[config.mk]
export PLATFORM = sky130hd
export DESIGN_NAME = multicycle_ctrl_fsm_flat
export DESIGN_NICKNAME = d
export VERILOG_FILES = /design/src/rtl/multicycle_ctrl_fsm_if.sv /design/src/rtl/multicycle_ctrl_fsm.sv /design/src/flat_wrapper.sv
export SDC_FILE = /design/constraint.sdc
export NUM_CORES = 1
export LEC_CHECK = 0
export ABC_AREA = 1
export CELL_PAD_IN_SITES_DETAIL_PLACEMENT = 1
export CELL_PAD_IN_SITES_GLOBAL_PLACEMENT = 2
export CORE_MARGIN = 2
export CORE_UTILIZATION = 17
export CTS_CLUSTER_SIZE = 10
export DETAILED_ROUTE_END_ITERATION = 6
export PLACE_DENSITY_LB_ADDON = 0.1
export SLEW_MARGIN = 25
export SYNTH_ARGS = -nofsm -noshare
export SYNTH_HDL_FRONTEND = slang
export SYNTH_SLANG_ARGS = --single-unit
[constraint.sdc]
create_clock -name clk -period 1.3 [get_ports clk]
set_clock_uncertainty 0.2 [all_clocks]
set_input_delay 0.13 -clock clk [delete_from_list [all_inputs] [get_ports clk]]
set_output_delay 0.13 -clock clk [all_outputs]
set_load 0.01 [all_outputs]
[src/rtl/multicycle_ctrl_fsm_if.sv]
// Memory handshake between the multicycle control FSM and the memory port.
//   mem_re    : read request (instruction fetch or load)
//   mem_we    : write request (store)
//   adr_src   : address select, 0 = PC, 1 = alu_out
//   mem_ready : memory completes the current access this cycle
// master = control FSM, slave = memory side.
interface multicycle_ctrl_fsm_if;
  logic mem_re;
  logic mem_we;
  logic adr_src;
  logic mem_ready;

  modport master (output mem_re, mem_we, adr_src, input mem_ready);
  modport slave  (input mem_re, mem_we, adr_src, output mem_ready);
endinterface

[src/rtl/multicycle_ctrl_fsm.sv]
// Main control FSM of the multicycle RV32I core.
// Sequences fetch / decode / execute / memory / writeback and drives every
// datapath enable and mux select.
// Ports:
//   clk, rstn        : clock (rising edge), async active-low reset
//   mem              : memory handshake (mem_re, mem_we, adr_src, mem_ready)
//   opcode, funct3   : fields of the instruction register
//   alu_zero, alu_lsb: ALU flags for branch resolution
//   pc_we, old_pc_we, ir_we, rf_we : register write enables
//   alu_a_src, alu_b_src, alu_ctrl, result_src : datapath selects
//   illegal_instr    : set while parked in TRAP
//   instret          : one-cycle pulse per retired instruction
// Outputs are decoded combinationally from the state (plus mem_ready and the
// branch condition) and forced to 0 while rstn is low, so a reset asserted
// mid-access drops every enable without waiting for a clock.
module multicycle_ctrl_fsm #(
  parameter logic [3:0] RESET_STATE = 4'd0
) (
  input  logic                   clk,
  input  logic                   rstn,
  multicycle_ctrl_fsm_if.master  mem,
  input  logic [6:0]             opcode,
  input  logic [2:0]             funct3,
  input  logic                   alu_zero,
  input  logic                   alu_lsb,
  output logic                   pc_we,
  output logic                   old_pc_we,
  output logic                   ir_we,
  output logic                   rf_we,
  output logic [1:0]             alu_a_src,
  output logic [1:0]             alu_b_src,
  output logic [1:0]             alu_ctrl,
  output logic [1:0]             result_src,
  output logic                   illegal_instr,
  output logic                   instret
);

  typedef enum logic [3:0] {
    FETCH    = 4'd0,
    DECODE   = 4'd1,
    EXEC_R   = 4'd2,
    EXEC_I   = 4'd3,
    MEM_ADDR = 4'd4,
    MEM_RD   = 4'd5,
    MEM_WB   = 4'd6,
    MEM_WR   = 4'd7,
    BRANCH   = 4'd8,
    JAL      = 4'd9,
    JALR     = 4'd10,
    LUI      = 4'd11,
    ALU_WB   = 4'd12,
    TRAP     = 4'd13
  } state_t;

  localparam logic [6:0] OP_R      = 7'b0110011;
  localparam logic [6:0] OP_I      = 7'b0010011;
  localparam logic [6:0] OP_LOAD   = 7'b0000011;
  localparam logic [6:0] OP_STORE  = 7'b0100011;
  localparam logic [6:0] OP_BRANCH = 7'b1100011;
  localparam logic [6:0] OP_JAL    = 7'b1101111;
  localparam logic [6:0] OP_JALR   = 7'b1100111;
  localparam logic [6:0] OP_LUI    = 7'b0110111;
  localparam logic [6:0] OP_AUIPC  = 7'b0010111;
  localparam logic [6:0] OP_FENCE  = 7'b0001111;
  localparam logic [6:0] OP_SYSTEM = 7'b1110011;

  state_t state;
  logic   taken;
  logic   adr_src_c, mem_re_c, mem_we_c;

  // Branch condition; BEQ/BNE use the zero flag of rs1-rs2, the ordered
  // compares use the SLT/SLTU result bit. 010/011 are not branches.
  always_comb begin
    taken = 1'b0;
    case (funct3)
      3'b000:         taken = alu_zero;
      3'b001:         taken = !alu_zero;
      3'b100, 3'b110: taken = alu_lsb;
      3'b101, 3'b111: taken = !alu_lsb;
      default:        taken = 1'b0;
    endcase
  end

  always_ff @(posedge clk or negedge rstn) begin
    if (!rstn) begin
      state <= state_t'(RESET_STATE);
    end else begin
      case (state)
        FETCH:    if (mem.mem_ready) state <= DECODE;
        DECODE: begin
          case (opcode)
            OP_R:                state <= EXEC_R;
            OP_I:                state <= EXEC_I;
            OP_LOAD, OP_STORE:   state <= MEM_ADDR;
            OP_BRANCH:           state <= BRANCH;
            OP_JAL:              state <= JAL;
            OP_JALR:             state <= JALR;
            OP_LUI:              state <= LUI;
            OP_AUIPC:            state <= ALU_WB;
            OP_FENCE, OP_SYSTEM: state <= FETCH;
            default:             state <= TRAP;
          endcase
        end
        EXEC_R, EXEC_I, LUI, JAL: state <= ALU_WB;
        MEM_ADDR: state <= (opcode == OP_LOAD) ? MEM_RD : MEM_WR;
        MEM_RD:   if (mem.mem_ready) state <= MEM_WB;
        MEM_WR:   if (mem.mem_ready) state <= FETCH;
        JALR:     state <= JAL;
        MEM_WB, BRANCH, ALU_WB: state <= FETCH;
        TRAP:     state <= TRAP;
        default:  state <= FETCH;
      endcase
    end
  end

  always_comb begin
    pc_we         = 1'b0;
    old_pc_we     = 1'b0;
    ir_we         = 1'b0;
    rf_we         = 1'b0;
    adr_src_c     = 1'b0;
    mem_re_c      = 1'b0;
    mem_we_c      = 1'b0;
    alu_a_src     = 2'b00;
    alu_b_src     = 2'b00;
    alu_ctrl      = 2'b00;
    result_src    = 2'b00;
    illegal_instr = 1'b0;
    instret       = 1'b0;
    if (rstn) begin
      case (state)
        FETCH: begin
          // PC+4 goes straight onto the result bus so PC updates with the IR.
          mem_re_c   = 1'b1;
          alu_b_src  = 2'b10;
          result_src = 2'b10;
          ir_we      = mem.mem_ready;
          pc_we      = mem.mem_ready;
          old_pc_we  = mem.mem_ready;
        end
        DECODE: begin
          // old_pc+imm into alu_out: branch/JAL target and AUIPC result.
          alu_a_src = 2'b01;
          alu_b_src = 2'b01;
          instret   = (opcode == OP_FENCE) || (opcode == OP_SYSTEM);
        end
        EXEC_R: begin
          alu_a_src = 2'b10;
          alu_ctrl  = 2'b10;
        end
        EXEC_I: begin
          alu_a_src = 2'b10;
          alu_b_src = 2'b01;
          alu_ctrl  = 2'b10;
        end
        MEM_ADDR, JALR: begin
          alu_a_src = 2'b10;
          alu_b_src = 2'b01;
        end
        MEM_RD: begin
          adr_src_c = 1'b1;
          mem_re_c  = 1'b1;
        end
        MEM_WB: begin
          result_src = 2'b01;
          rf_we      = 1'b1;
          instret    = 1'b1;
        end
        MEM_WR: begin
          adr_src_c = 1'b1;
          mem_we_c  = 1'b1;
          instret   = mem.mem_ready;
        end
        BRANCH: begin
          alu_a_src = 2'b10;
          alu_ctrl  = 2'b01;
          pc_we     = taken;
          instret   = 1'b1;
        end
        JAL: begin
          // Jump from alu_out while the ALU forms the link address old_pc+4.
          pc_we     = 1'b1;
          alu_a_src = 2'b01;
          alu_b_src = 2'b10;
        end
        LUI: begin
          alu_a_src = 2'b11;
          alu_b_src = 2'b01;
        end
        ALU_WB: begin
          rf_we   = 1'b1;
          instret = 1'b1;
        end
        TRAP:    illegal_instr = 1'b1;
        default: ;
      endcase
    end
  end

  assign mem.adr_src = adr_src_c;
  assign mem.mem_re  = mem_re_c;
  assign mem.mem_we  = mem_we_c;

endmodule

[src/flat_wrapper.sv]
// flat-port wrapper written by rule: the top's interface ports become plain ports
module multicycle_ctrl_fsm_flat 
#(
  parameter logic [3:0] RESET_STATE = 4'd0
)
  (clk, rstn, opcode, funct3, alu_zero, alu_lsb, pc_we, old_pc_we, ir_we, rf_we, alu_a_src, alu_b_src, alu_ctrl, result_src, illegal_instr, instret, mem_mem_re, mem_mem_we, mem_adr_src, mem_mem_ready);
  multicycle_ctrl_fsm_if mem_i ();
  input  logic clk;
  input  logic rstn;
  input  logic [6:0] opcode;
  input  logic [2:0] funct3;
  input  logic alu_zero;
  input  logic alu_lsb;
  output logic pc_we;
  output logic old_pc_we;
  output logic ir_we;
  output logic rf_we;
  output logic [1:0] alu_a_src;
  output logic [1:0] alu_b_src;
  output logic [1:0] alu_ctrl;
  output logic [1:0] result_src;
  output logic illegal_instr;
  output logic instret;
  output wire logic [$bits(mem_i.mem_re)-1:0] mem_mem_re;
  output wire logic [$bits(mem_i.mem_we)-1:0] mem_mem_we;
  output wire logic [$bits(mem_i.adr_src)-1:0] mem_adr_src;
  input wire logic [$bits(mem_i.mem_ready)-1:0] mem_mem_ready;
  assign mem_mem_re = mem_i.mem_re;
  assign mem_mem_we = mem_i.mem_we;
  assign mem_adr_src = mem_i.adr_src;
  assign mem_i.mem_ready = mem_mem_ready;
  multicycle_ctrl_fsm #(.RESET_STATE(RESET_STATE)) u_core (.clk(clk), .rstn(rstn), .mem(mem_i), .opcode(opcode), .funct3(funct3), .alu_zero(alu_zero), .alu_lsb(alu_lsb), .pc_we(pc_we), .old_pc_we(old_pc_we), .ir_we(ir_we), .rf_we(rf_we), .alu_a_src(alu_a_src), .alu_b_src(alu_b_src), .alu_ctrl(alu_ctrl), .result_src(result_src), .illegal_instr(illegal_instr), .instret(instret));
endmodule
==> results <==
## metrics by stage
stage / hold WS [ns] / instances
2_1_floorplan: -0.3656 / 140
3_3_place_gp: 0.2355 / 261
3_5_place_dp: 0.2394 / 261
4_1_cts: 0.004468 / 272
5_1_grt: 0.02888 / 276
6_report: 0.004553 / 276
## metal layers
| layer | routed length (um) | up-vias |
|---|---|---|
| met5 | 0 | - |
| met4 | 33 | 0 |
| met3 | 75 | 2 |
| met2 | 1945 | 16 |
| met1 | 1391 | 542 |
| li1 | - | 604 |
## cell families after synthesis
| family | Yosys count | synth area share, % |
|---|---|---|
| AO/OA/AOI/OAI | 17 | 16.22 |
| flip-flops | 4 | 13.51 |
| buffers and inverters | 28 | 14.70 |
| AND/OR/NAND/NOR | 91 | 55.58 |
## cells in the final DEF, fill, tap and decap left out, types with 3 or more instances in the layout
master           count
buf_4               37
nand2_1             36
buf_6               18
inv_2               15
buf_2               13
nor2_4              11
nor2_1              11
inv_1                8
nor2_2               8
dlygate4sd2_1        7
nand2_2              6
clkdlybuf4s50_1      6
a21oi_2              5
nand3_1              5
nand2_4              4
inv_4                3
o21ai_0              3
clkbuf_8             3
## cell type report
type,count,area (um^2)
fill,575,2515
multi-input combinational,108,735.7
timing repair buffer,83,699.4
inverter,26,105.1
sequential,4,102.6
tap,52,65.06
clock buffer,3,41.29
## timing repair
item	CTS	global route
resized for setup	130	21
setup endpoints to repair	21	21
setup buffers	8	6
pin swaps	12	11
## power breakdown
group          switching [mW]  internal, mW  total [mW]
Sequential             0.0915         0.194       0.285
Combinational            1.36          1.32        2.69
Clock                  0.0583         0.197       0.255
## final timing paths
kind | from | end | slack, ns | cells past startpoint
setup / recovery | u_core.state[2] | pc_we | -0.47 | 8
hold / removal | rstn | u_core.state[3] | 0.005 | 2
setup reg to reg | u_core.state[3] | u_core.state[1] | -0.34 | 10
hold reg to reg | u_core.state[3] | u_core.state[3] | 0.65 | 4
max in group asynchronous | rstn | u_core.state[2] | 0.78 | 2
min in group clk | opcode[6] | u_core.state[1] | 0.43 | 7
==> metrics.yaml <==
status: "finished with violations"
violations: "negative setup slack"
place_area_mm2: 0.001435
port_buffers: 31
min_path_type: "in2async"
drt_iter0_markers: 20
crit_family: "flip-flops"
synth_cell_types: 23
p_per_area_mw_per_mm2: 1844
final-setup-viol-count: 21
gp_congestion: 0.8184
ys_seq_area_share_pct: 13.51
synth_edf_count: 0
hold_viol: 0
reg.largest.list: "u_core.state x4"
cts_tree: "done"
finalCritPeriodShare_pct: 136.2
yosysTopAreaCell: "nand2_1"
root_buffer: "clkbuf_8"
ys_seq_elements: 4
async_flop_share_pct: 100.0
cts_sinks: 4
diodes: 0
dr.pass1.iters: 2
preCtsSetupSlack_ns: -0.8918
nNetsFinal: 241
die_h_um: 70.01
ys.flop_type: "dfrtp_1"
syn-num-nets: 155
critPathRequiredTime_ns: 0.97
drive_gt1_share_pct: 61.61
holdBufCountCts: 0
vias: 1164
core_area_mm2: 0.004264
crit_path_end_kind: "output pin"
viasPerCell: 4.217
wl_per_cell_um: 12.48
fin_util_pct: 41.02
io_pins: 32
yosysTopAreaCellShare_pct: 22.30
post_synth.cell_area_avg_um2: 5.291
fin_ws_ns: -0.4702
cap_violations: 0
die_area_mm2: 0.004901
crit_path_start_kind: "flop"
largest_reg_flops: 4
synth_area_um2: 740.7
synthTopCellsByArea: "nand2_1 (22%), dfrtp_1 (14%), nor2_1 (13%)"
yosysMostFrequentCell: "nand2_1"
worst_slew_pin_slew_ns: 0.2556
maxClockFrequency_mhz: 564.9
cts_buffers: 3
arrival_ns: 1.44
syn_inst: 140
start_util_pct: 17.37
grt_usage_pct: 13.93
cts_max_path_buffers: 2
rows: 24
cp_cell_sequence: "nor2_2 -> inv_2 -> nor2_4 -> inv_2 -> nor2_4 -> inv_2 -> o22ai_2 -> buf_2"
wl_um: 3445
dp_hpwl_um: 2654
clk_pin_slew_ns: 0.03
antenna_found_initial: 0
area_growth_pct: 136.1
p_leak_nw: 0.8801
h-tree-depth: 1
synthTopCellsByCount: "nand2_1 (44), nor2_1 (25), inv_1 (15), inv_2 (11), nand3_1 (7)"
ys_warn_count: 0
use_met3_pct: 1.154
crit_slowest_cell: "dfrtp_2"
finalSetupTns_ns: -7.511
clock_latency_ns: 0.21
antenna_left: 0
grt_pass1_vias: 1236
use_met2_pct: 26.98
chipWidth_um: 70.01
largest_register: "u_core.state"
grt_max_degree: 8
p_total_mw: 3.226
ir_worst_vdd_mv: 0.9277
worst-setup-path-type: "reg2out"
period_needed_ns: 1.770
relSlewSlack_pct: 82.94
grt_pass1_wl_um: 5485
stdcell_area_mm2: 0.001749
cp_common_cell: "inv_2"
gr-total-overflow: 0
drc: 0
cp_num_buf_inv: 4
path_max_fanout: 3
grt_busiest_layer: "met2"
drv_slew: 0
slowest_delay_ns: 0.44
met1_usage_pct: 15.32
rsz0062_at_grt: "true"
Note: power is estimated with default switching activity, not from simulation.
